### config.mk
export PLATFORM = sky130hd
export DESIGN_NAME = intra_pred_rows_flat
export DESIGN_NICKNAME = d
export VERILOG_FILES = /design/src/rtl/intra_pred_rows_pkg.sv /design/src/rtl/intra_pred_rows_if.sv /design/src/rtl/intra_pred_rows_dc_sum.sv /design/src/rtl/intra_pred_rows.sv /design/src/flat_wrapper.sv
export SDC_FILE = /design/constraint.sdc
export NUM_CORES = 2
export LEC_CHECK = 0
export CORE_MARGIN = 5
export CORE_UTILIZATION = 50
export CTS_CLUSTER_DIAMETER = 150
export CTS_CLUSTER_SIZE = 12
export DETAILED_ROUTE_END_ITERATION = 7
export PLACE_DENSITY = 0.82
export SKIP_LAST_GASP = 1
export SLEW_MARGIN = 20
export SYNTH_ARGS = -nofsm -noshare
export SYNTH_HDL_FRONTEND = slang
export SYNTH_SLANG_ARGS = --single-unit
### constraint.sdc
create_clock -name clk -period 36 [get_ports clk]
set_input_delay 7.2 -clock clk [delete_from_list [all_inputs] [get_ports clk]]
set_output_delay 7.2 -clock clk [all_outputs]
set_load 0.03 [all_outputs]
### src/rtl/intra_pred_rows_pkg.sv
// intra_pred_pkg: mode and FSM state encodings plus the TM clip helper shared by the intra_pred_rows slice
package intra_pred_pkg;
  typedef enum logic [1:0] {MODE_DC, MODE_TM, MODE_VE, MODE_HE} mode_e;
  typedef enum logic [1:0] {S_IDLE, S_CALC, S_EMIT} state_e;
  function automatic int clip(input int v, input int hi);
    return v < 0 ? 0 : (v > hi ? hi : v);
  endfunction
endpackage

### src/rtl/intra_pred_rows_if.sv
// intra_pred_rows_if: start request (mode, neighbours, avail bits) and row stream; master drives requests, slave is the predictor
interface intra_pred_rows_if #(parameter int BIT_WIDTH = 8, parameter int BLOCK_SIZE = 16);
  localparam int IW = $clog2(BLOCK_SIZE);
  logic start_valid;
  logic start_ready;
  logic [1:0] mode;
  logic [BIT_WIDTH*BLOCK_SIZE-1:0] top;
  logic [BIT_WIDTH*BLOCK_SIZE-1:0] left;
  logic [BIT_WIDTH-1:0] top_left;
  logic top_avail;
  logic left_avail;
  logic row_valid;
  logic row_ready;
  logic [BIT_WIDTH*BLOCK_SIZE-1:0] row_data;
  logic [IW-1:0] row_idx;
  logic row_last;
  modport master (output start_valid, mode, top, left, top_left, top_avail, left_avail, row_ready,
                  input start_ready, row_valid, row_data, row_idx, row_last);
  modport slave (input start_valid, mode, top, left, top_left, top_avail, left_avail, row_ready,
                 output start_ready, row_valid, row_data, row_idx, row_last);
endinterface

### src/rtl/intra_pred_rows_dc_sum.sv
// intra_dc_sum: combinational DC predictor (i_top/i_left edges, i_*_avail select the rounding form, o_dc result)
module intra_dc_sum import intra_pred_pkg::*; #(
  parameter int BIT_WIDTH = 8,
  parameter int BLOCK_SIZE = 16
) (
  input  logic [BIT_WIDTH*BLOCK_SIZE-1:0] i_top,
  input  logic [BIT_WIDTH*BLOCK_SIZE-1:0] i_left,
  input  logic                            i_top_avail,
  input  logic                            i_left_avail,
  output logic [BIT_WIDTH-1:0]            o_dc
);
  localparam int L = $clog2(BLOCK_SIZE);
  localparam int SW = BIT_WIDTH + L + 1;
  logic [SW-1:0] w_st, w_sl;
  always_comb begin
    w_st = '0;
    w_sl = '0;
    for (int i = 0; i < BLOCK_SIZE; i++) begin
      w_st = w_st + SW'(i_top[i*BIT_WIDTH +: BIT_WIDTH]);
      w_sl = w_sl + SW'(i_left[i*BIT_WIDTH +: BIT_WIDTH]);
    end
  end
  assign o_dc = i_top_avail && i_left_avail ? BIT_WIDTH'((w_st + w_sl + SW'(BLOCK_SIZE)) >> (L + 1)) :
                i_top_avail                 ? BIT_WIDTH'((w_st + SW'(BLOCK_SIZE / 2)) >> L) :
                i_left_avail                ? BIT_WIDTH'((w_sl + SW'(BLOCK_SIZE / 2)) >> L) :
                                              BIT_WIDTH'(1 << (BIT_WIDTH - 1));
endmodule

### src/rtl/intra_pred_rows.sv
// intra_pred_rows: latches neighbours on start handshake, then streams a DC/TM/VE/HE block one row per beat (clk, rst, bus slave)
module intra_pred_rows import intra_pred_pkg::*; #(
  parameter int BIT_WIDTH = 8,
  parameter int BLOCK_SIZE = 16
) (
  input  logic clk,
  input  logic rst,
  intra_pred_rows_if.slave bus
);
  localparam int IW = $clog2(BLOCK_SIZE);
  localparam int W = BIT_WIDTH * BLOCK_SIZE;
  state_e r_state;
  mode_e r_mode;
  logic [W-1:0] r_top, r_left, r_row_data, w_row;
  logic [BIT_WIDTH-1:0] r_tl, r_dc, w_dc, w_dcv, w_lj, w_ti;
  logic r_ta, r_la, r_start_ready, r_row_valid, r_row_last;
  logic [IW-1:0] r_row_idx, w_nidx;
  logic signed [BIT_WIDTH+1:0] w_tm;
  intra_dc_sum #(.BIT_WIDTH(BIT_WIDTH), .BLOCK_SIZE(BLOCK_SIZE)) u_dc (
    .i_top(r_top), .i_left(r_left), .i_top_avail(r_ta), .i_left_avail(r_la), .o_dc(w_dc)
  );
  assign bus.start_ready = r_start_ready;
  assign bus.row_valid = r_row_valid;
  assign bus.row_data = r_row_data;
  assign bus.row_idx = r_row_idx;
  assign bus.row_last = r_row_last;
  // row 0 is built during CALC, before r_dc holds the fresh DC value
  assign w_nidx = r_state == S_CALC ? '0 : r_row_idx + 1'b1;
  assign w_dcv = r_state == S_CALC ? w_dc : r_dc;
  assign w_lj = r_left[int'(w_nidx)*BIT_WIDTH +: BIT_WIDTH];
  always_comb begin
    w_row = '0;
    w_ti = '0;
    w_tm = '0;
    for (int i = 0; i < BLOCK_SIZE; i++) begin
      w_ti = r_top[i*BIT_WIDTH +: BIT_WIDTH];
      w_tm = $signed({2'b00, w_lj}) + $signed({2'b00, w_ti}) - $signed({2'b00, r_tl});
      w_row[i*BIT_WIDTH +: BIT_WIDTH] = r_mode == MODE_DC ? w_dcv :
                                        r_mode == MODE_VE ? w_ti :
                                        r_mode == MODE_HE ? w_lj :
                                        BIT_WIDTH'(clip(int'(w_tm), (1 << BIT_WIDTH) - 1));
    end
  end
  always_ff @(posedge clk) begin
    if (rst) begin
      r_state <= S_IDLE;
      r_start_ready <= 1'b1;
      r_row_valid <= 1'b0;
      r_row_last <= 1'b0;
      r_row_idx <= '0;
      r_row_data <= '0;
    end else begin
      case (r_state)
        S_IDLE: if (bus.start_valid && r_start_ready) begin
          r_mode <= mode_e'(bus.mode);
          r_top <= bus.top;
          r_left <= bus.left;
          r_tl <= bus.top_left;
          r_ta <= bus.top_avail;
          r_la <= bus.left_avail;
          r_start_ready <= 1'b0;
          r_state <= S_CALC;
        end
        S_CALC: begin
          r_dc <= w_dc;
          r_row_data <= w_row;
          r_row_idx <= '0;
          r_row_last <= 1'b0;
          r_row_valid <= 1'b1;
          r_state <= S_EMIT;
        end
        S_EMIT: if (bus.row_ready) begin
          if (r_row_last) begin
            r_row_valid <= 1'b0;
            r_row_last <= 1'b0;
            r_start_ready <= 1'b1;
            r_state <= S_IDLE;
          end else begin
            r_row_idx <= w_nidx;
            r_row_data <= w_row;
            r_row_last <= w_nidx == IW'(BLOCK_SIZE - 1);
          end
        end
        default: r_state <= S_IDLE;
      endcase
    end
  end
endmodule

### src/flat_wrapper.sv
// flat-port wrapper written by rule: the top's interface ports become plain ports
module intra_pred_rows_flat import intra_pred_pkg::*;
#(
  parameter int BIT_WIDTH = 8,
  parameter int BLOCK_SIZE = 16
)
  (clk, rst, bus_start_valid, bus_mode, bus_top, bus_left, bus_top_left, bus_top_avail, bus_left_avail, bus_row_ready, bus_start_ready, bus_row_valid, bus_row_data, bus_row_idx, bus_row_last);
  intra_pred_rows_if #(.BIT_WIDTH(BIT_WIDTH), .BLOCK_SIZE(BLOCK_SIZE)) bus_i ();
  input  logic clk;
  input  logic rst;
  input wire logic [$bits(bus_i.start_valid)-1:0] bus_start_valid;
  input wire logic [$bits(bus_i.mode)-1:0] bus_mode;
  input wire logic [$bits(bus_i.top)-1:0] bus_top;
  input wire logic [$bits(bus_i.left)-1:0] bus_left;
  input wire logic [$bits(bus_i.top_left)-1:0] bus_top_left;
  input wire logic [$bits(bus_i.top_avail)-1:0] bus_top_avail;
  input wire logic [$bits(bus_i.left_avail)-1:0] bus_left_avail;
  input wire logic [$bits(bus_i.row_ready)-1:0] bus_row_ready;
  output wire logic [$bits(bus_i.start_ready)-1:0] bus_start_ready;
  output wire logic [$bits(bus_i.row_valid)-1:0] bus_row_valid;
  output wire logic [$bits(bus_i.row_data)-1:0] bus_row_data;
  output wire logic [$bits(bus_i.row_idx)-1:0] bus_row_idx;
  output wire logic [$bits(bus_i.row_last)-1:0] bus_row_last;
  assign bus_i.start_valid = bus_start_valid;
  assign bus_i.mode = bus_mode;
  assign bus_i.top = bus_top;
  assign bus_i.left = bus_left;
  assign bus_i.top_left = bus_top_left;
  assign bus_i.top_avail = bus_top_avail;
  assign bus_i.left_avail = bus_left_avail;
  assign bus_i.row_ready = bus_row_ready;
  assign bus_start_ready = bus_i.start_ready;
  assign bus_row_valid = bus_i.row_valid;
  assign bus_row_data = bus_i.row_data;
  assign bus_row_idx = bus_i.row_idx;
  assign bus_row_last = bus_i.row_last;
  intra_pred_rows #(.BIT_WIDTH(BIT_WIDTH), .BLOCK_SIZE(BLOCK_SIZE)) u_core (.clk(clk), .rst(rst), .bus(bus_i));
endmodule
# Yosys cells after proc, flatten, opt, wreduce, memory -nomap -nowiden
# Cells that the tools add are included.
[word_totals]
regBits = 413
inputBits = 272
output_inout_bits = 135
word_cells = 240
[classes]
n_addsub = 67
order_cmp = 32
eq_ne = 9
shifts = 1
mux = 105
bitwise_logic = 1
n_reduce_logical = 12
[ops]
columns = ["cell", "count"]
rows = [
  ["8-bit two-way mux", 84],
  ["13-bit by 8-bit adder with 13-bit output", 20],
  ["128-bit two-way mux", 2],
  ["128-bit case mux with 2 select lines", 1],
  ["8-bit by 8-bit adder with 9-bit output", 18],
  ["10-bit by 9-bit > comparator with 1-bit output, second input constant", 16],
  ["10-bit by 1-bit less-than comparator with 1-bit output, second input constant", 16],
  ["9-bit by 8-bit subtractor with 10-bit output", 16],
  ["128-bit by 8-bit indexed part select with 8-bit output", 1],
  ["12-bit by 8-bit adder with 13-bit output", 2],
  ["11-bit by 8-bit adder with 12-bit output", 2],
  ["12-bit by 4-bit adder with 12-bit output, second input constant", 2],
  ["10-bit by 8-bit adder with 11-bit output", 2],
  ["9-bit by 8-bit adder with 10-bit output", 2],
  ["13-bit adder", 1],
  ["13-bit by 5-bit adder with 13-bit output, second input constant", 1],
  ["4-bit two-way mux", 3],
  ["3-bit AND reduction", 4],
  ["4-bit case mux with 2 select lines", 1],
  ["1-bit two-way mux", 7],
  ["2-bit == test, second input constant", 3],
  ["2-bit two-way mux", 3],
  ["1-bit case mux with 2 select lines", 3],
  ["2-bit case mux with 3 select lines", 1],
  ["other kinds (11)", 16],
]

# Logic depth before layout (Yosys ltp)
[logic_depth]
ltp_word = 24
ltp_mapped = 30
depth_no_buf = 30

# Modules after synthesis
# A second synthesis with hierarchy kept.
[hier_totals]
hier_cells = 3396
hier_area_um2 = 33970.1
[modules_own_cells]
columns = ["module", "n_inst", "cells_per_inst", "area_each_um2", "seq_area_each_um2"]
rows = [
  ["intra_pred_rows", 1, 2659, 26534.2, 11030.6],
  ["intra_dc_sum", 1, 737, 7435.9, 0.0],
]

# Worst setup path before layout
# OpenSTA, ideal clock, no wires.
[synth_timing]
path_type = "input-to-reg"
startpoint = "input rst"
endpoint = "register u_core.r_la, enable pin"
setup_ns = 1.280
arrival_time_ns = 27.170
required_time_ns = 34.720
path_slack_ns = 7.550
stages = 4
n_path_buf = 3
cell_sequence = "clkbuf_1 clkbuf_1 clkbuf_1 nor3b_1"
[synth_via]
elab_chain_len = 2
[synth_lines]
columns = ["element", "line_no", "rtl"]
rows = [
  ["start: declaration", "flat_wrapper.sv:10", "input logic rst;"],
  ["1-bit inverter (no source line)", "-", ""],
  ["3-bit AND reduction (no source line)", "-", ""],
  ["end signal: assignment", "intra_pred_rows.sv:60", "r_la <= bus.left_avail;"],
  ["end: declaration", "intra_pred_rows.sv:16", "logic r_ta, r_la, r_start_ready, r_row_valid, r_row_last;"],
]
# No other way between the ends.
# A chain may end at the register's enable or synchronous reset.

# Worst setup path after layout
[layout_timing]
startpoint = "input bus_row_ready"
endpoint = "register u_core.r_row_data[87] (netlist: u_core.bus.row_data[87])"
[layout_via]
elab_chain_len = 2
[layout_lines]
columns = ["element", "line_no", "rtl"]
rows = [
  ["start: declaration", "flat_wrapper.sv:18", "input wire logic [$bits(bus_i.row_ready)-1:0] bus_row_ready;"],
  ["2-bit != test (no source line)", "-", ""],
  ["3-bit AND reduction (no source line)", "-", ""],
  ["end signal: assignment", "intra_pred_rows.sv:66", "r_row_data <= w_row;"],
  ["end signal: assignment", "intra_pred_rows.sv:80", "r_row_data <= w_row;"],
  ["end: declaration", "intra_pred_rows.sv:14", "logic [W-1:0] r_top, r_left, r_row_data, w_row;"],
]
# No other way between the ends.

==> results.sh <==
export IMPL_drive_gt1_frac=0.0422
export IMPL_holdBufCountCts=0
export IMPL_synth_nets=4121
export IMPL_fmax_mhz=102
export IMPL_gp_congestion=0.975
export IMPL_port_buffers=406
export IMPL_clkTransAtPathRegs_ns=0.07
export IMPL_cts_tree="yes"
export IMPL_setup_worst_path_start_class="primary input"
export IMPL_yosys_area_top_type="edfxtp_1"
export IMPL_syn2layout_area_growth_pct=19.2
export IMPL_first_pass_iters=6
export IMPL_yosys_warnings=0
export IMPL_via_per_inst=5.89
export IMPL_regToRegSetupSlack_ns=26.80
export IMPL_postSynthAreaPerCell_um2=10.1
export IMPL_overflow=0
export IMPL_synthesis_area_um2=33200
export IMPL_clkLatencyLatePin_ns=0.61
export IMPL_ys_seq_elements=413
export IMPL_rows=94
export IMPL_place_ws_ns=25.68
export IMPL_synth_area_leaders="edfxtp_1, fa_1, dfxtp_1"
export IMPL_status="finished, final reports clean"
export IMPL_hold_path_class="reg2reg"
export IMPL_ant_nets=0
export IMPL_fin_setup_tns_ns=0
export IMPL_tightest_slew_ns=1.22
export IMPL_min_period_over_period=0.273
export IMPL_num_fill_cells=5289
export IMPL_reg2reg_from="u_core.r_top[106]"
export IMPL_drt_iter0_drc=3359
export IMPL_crit_type="in2reg"
export IMPL_hpwl_mm=83.2
export IMPL_worstPathArrival_ns=10.34
export IMPL_synth_edf_count=276
export IMPL_finalHoldViolCount=0
export IMPL_cp_required_ns=36.53
export IMPL_core_area_um2=65700
export IMPL_dp_cells=4510
export IMPL_ys_dominant_reg_cell="edfxtp_1"
export IMPL_ys_seq_area_frac=0.333
export IMPL_reg2reg_to="u_core.bus.row_data[15]"
export IMPL_cts_buffer_depth=3
export IMPL_vias=27000
export IMPL_die_h_um=268
export IMPL_reg2reg_depth=28
export IMPL_async_flop_share=0
export IMPL_drt_wl_total_mm=109
export IMPL_worst_slack_ns=26.19
export IMPL_holdPathStages=2
export IMPL_min_from="u_core.bus.start_ready"
export IMPL_final_nets=4514
export IMPL_start_util=0.505
export IMPL_cts_setup_buffers=0
export IMPL_setup_violations=0
export IMPL_hold_ws_ns=0.500
export IMPL_grt_max_degree=88
export IMPL_fin_crit_ns=9.81
export IMPL_rsz0062_at_grt="false"
export IMPL_clockRootBuffer="clkbuf_16"
export IMPL_final_cell_count_no_fill=4588
export IMPL_wire_per_inst_um=23.7
export IMPL_synthDominantCellAreaShare=0.250
export IMPL_path_max_fanout=70
export IMPL_slew_viol_final=0
export IMPL_ioPinCount=407
export IMPL_synth_cells=3296
export IMPL_maxCapViolations=0
export IMPL_antenna_found_initial=8
export IMPL_drc=0
export IMPL_fin_skew_ns=0.0428
export IMPL_grt_usage=0.297
export IMPL_yosys_cell_types_count=100
export IMPL_htree_levels=2
export IMPL_cts_sinks=413
export IMPL_grt_pass1_vias=27100
export IMPL_endpoint_kind="register"
export IMPL_cts_repair_resize_count=0
export IMPL_min_to="u_core.bus.start_ready"
export IMPL_max_slew_margin_rel=0.186
export IMPL_grt_pass1_wl_mm=161
export IMPL_dieArea_um2=71600
export IMPL_cts_made_buffers=40
export IMPL_die_w_um=268
per-layer routing:
| metal | vias to the layer above | wire [um] | GRT usage |
|---|---|---|---|
| li1 | 11900 | - | - |
| met4 | 4 | 6750 | 0.155 |
| met5 | - | 23 | 0 |
| met2 | 1743 | 49200 | 0.462 |
| met3 | 393 | 12300 | 0.0730 |
| met1 | 12900 | 40500 | 0.387 |
state kept, by name (all words and copies together) (netlist names):
name and count:
u_core.bus.row_data 128, u_core.bus.row_idx 4, u_core.bus.row_last 1, u_core.bus.row_valid 1, u_core.bus.start_ready 1, u_core.r_dc 8
u_core.r_la 1, u_core.r_left 128, u_core.r_mode 2, u_core.r_state 2, u_core.r_ta 1, u_core.r_tl 8
u_core.r_top 128
cell type report:
| class | instances | area (um^2) | share of cell area |
|---|---|---|---|
| multi-input cells | 2074 | 19200 | 0.485 |
| flip-flops and latches | 413 | 11000 | 0.279 |
| repair buffers | 448 | 4400 | 0.111 |
| inverters | 712 | 2670 | 0.0676 |
| clock buffers | 69 | 1130 | 0.0286 |
| well taps | 864 | 1080 | 0.0273 |
| clock inverters | 3 | 26.3 | 0.000665 |
| diodes | 5 | 12.5 | 0.000316 |
cells by family (layout without fill, tap and decap cells):
family                     count (synthesis)  in the layout  synth area share
muxes                                     32             32           0.00988
xor gates and xnor gates                 119            119            0.0321
other                                      0              5                 0
DFF                                      413            413             0.333
and+or+nand+nor                          542            542            0.0750
buffers and inverters                    809           1232            0.0926
adders and majority gates                554            554             0.287
AOI/OAI and AO/OA                        827            827             0.171
cells in the final DEF (no fill, tap or decap), types with 41 or more instances in the layout:
master / n
inv_1: 711
buf_4: 42
o21ai_0: 195
nor2_1: 208
o21a_1: 42
xnor2_1: 69
xor2_1: 48
a31oi_1: 48
a311oi_1: 53
edfxtp_1: 276
clkdlybuf4s50_1: 405
clkbuf_16: 41
a21o_1: 58
ha_1: 208
nand2_1: 151
fa_1: 344
a21oi_1: 141
dfxtp_1: 136
how the worst max path moves through the flow:
stage,start,endpoint,cells after the start
after floorplan,rst,u_core.r_la,4
after global placement,bus_row_ready,u_core.bus.row_data[87],9
after detailed placement,bus_row_ready,u_core.bus.row_data[87],9
after CTS,bus_row_ready,u_core.bus.row_data[87],9
after global routing,bus_row_ready,u_core.bus.row_data[87],9
final,bus_row_ready,u_core.bus.row_data[87],9
critical path, cell delays in order:
cell	delay [ns]
clkdlybuf4s50_1	0.49
nand2_1	0.09
or2_2	0.38
nand2_4	0.68
buf_4	0.73
o311ai_0	0.26
a31oi_1	0.23
a221oi_1	0.10
o21ai_1	0.13
synthesized netlist by cell type (6+ instances only):
library cell and instances:
inv_1 711, fa_1 344, edfxtp_1 276, nor2_1 210
ha_1 209, o21ai_0 195, nand2_1 152, a21oi_1 143
dfxtp_1 137, xnor2_1 69, clkbuf_1 64, a21o_1 58
a311oi_1 53, a31oi_1 50, xor2_1 48, o21a_1 42
nand3_1 36, a211oi_1 34, nor2b_1 32, nor3_1 29
o211ai_1 27, mux2i_1 26, buf_2 25, o21bai_1 24
nand2b_1 22, o221ai_1 21, o22ai_1 18, o21ai_1 13
o2111ai_1 12, a221oi_1 11, a22oi_1 11, o31ai_1 11
a311oi_2 9, a2111oi_0 8, a211o_1 8, a2bb2oi_1 8
or3_1 8, and2_1 7, buf_1 7, o31a_1 7
mux2_2 6, nand4_1 6, or2_2 6
per-stage QoR:
step                      cell area (um^2)   util
after floorplan                      33200      -
after global routing                 39500  0.601
after global placement               38300  0.583
after CTS                            39500  0.601
after detailed placement             38300  0.583
final                                39500  0.601
Power is left out: the tool's default activity adds up to more than one toggle a clock period on the data nets, which glitch-free logic cannot reach.
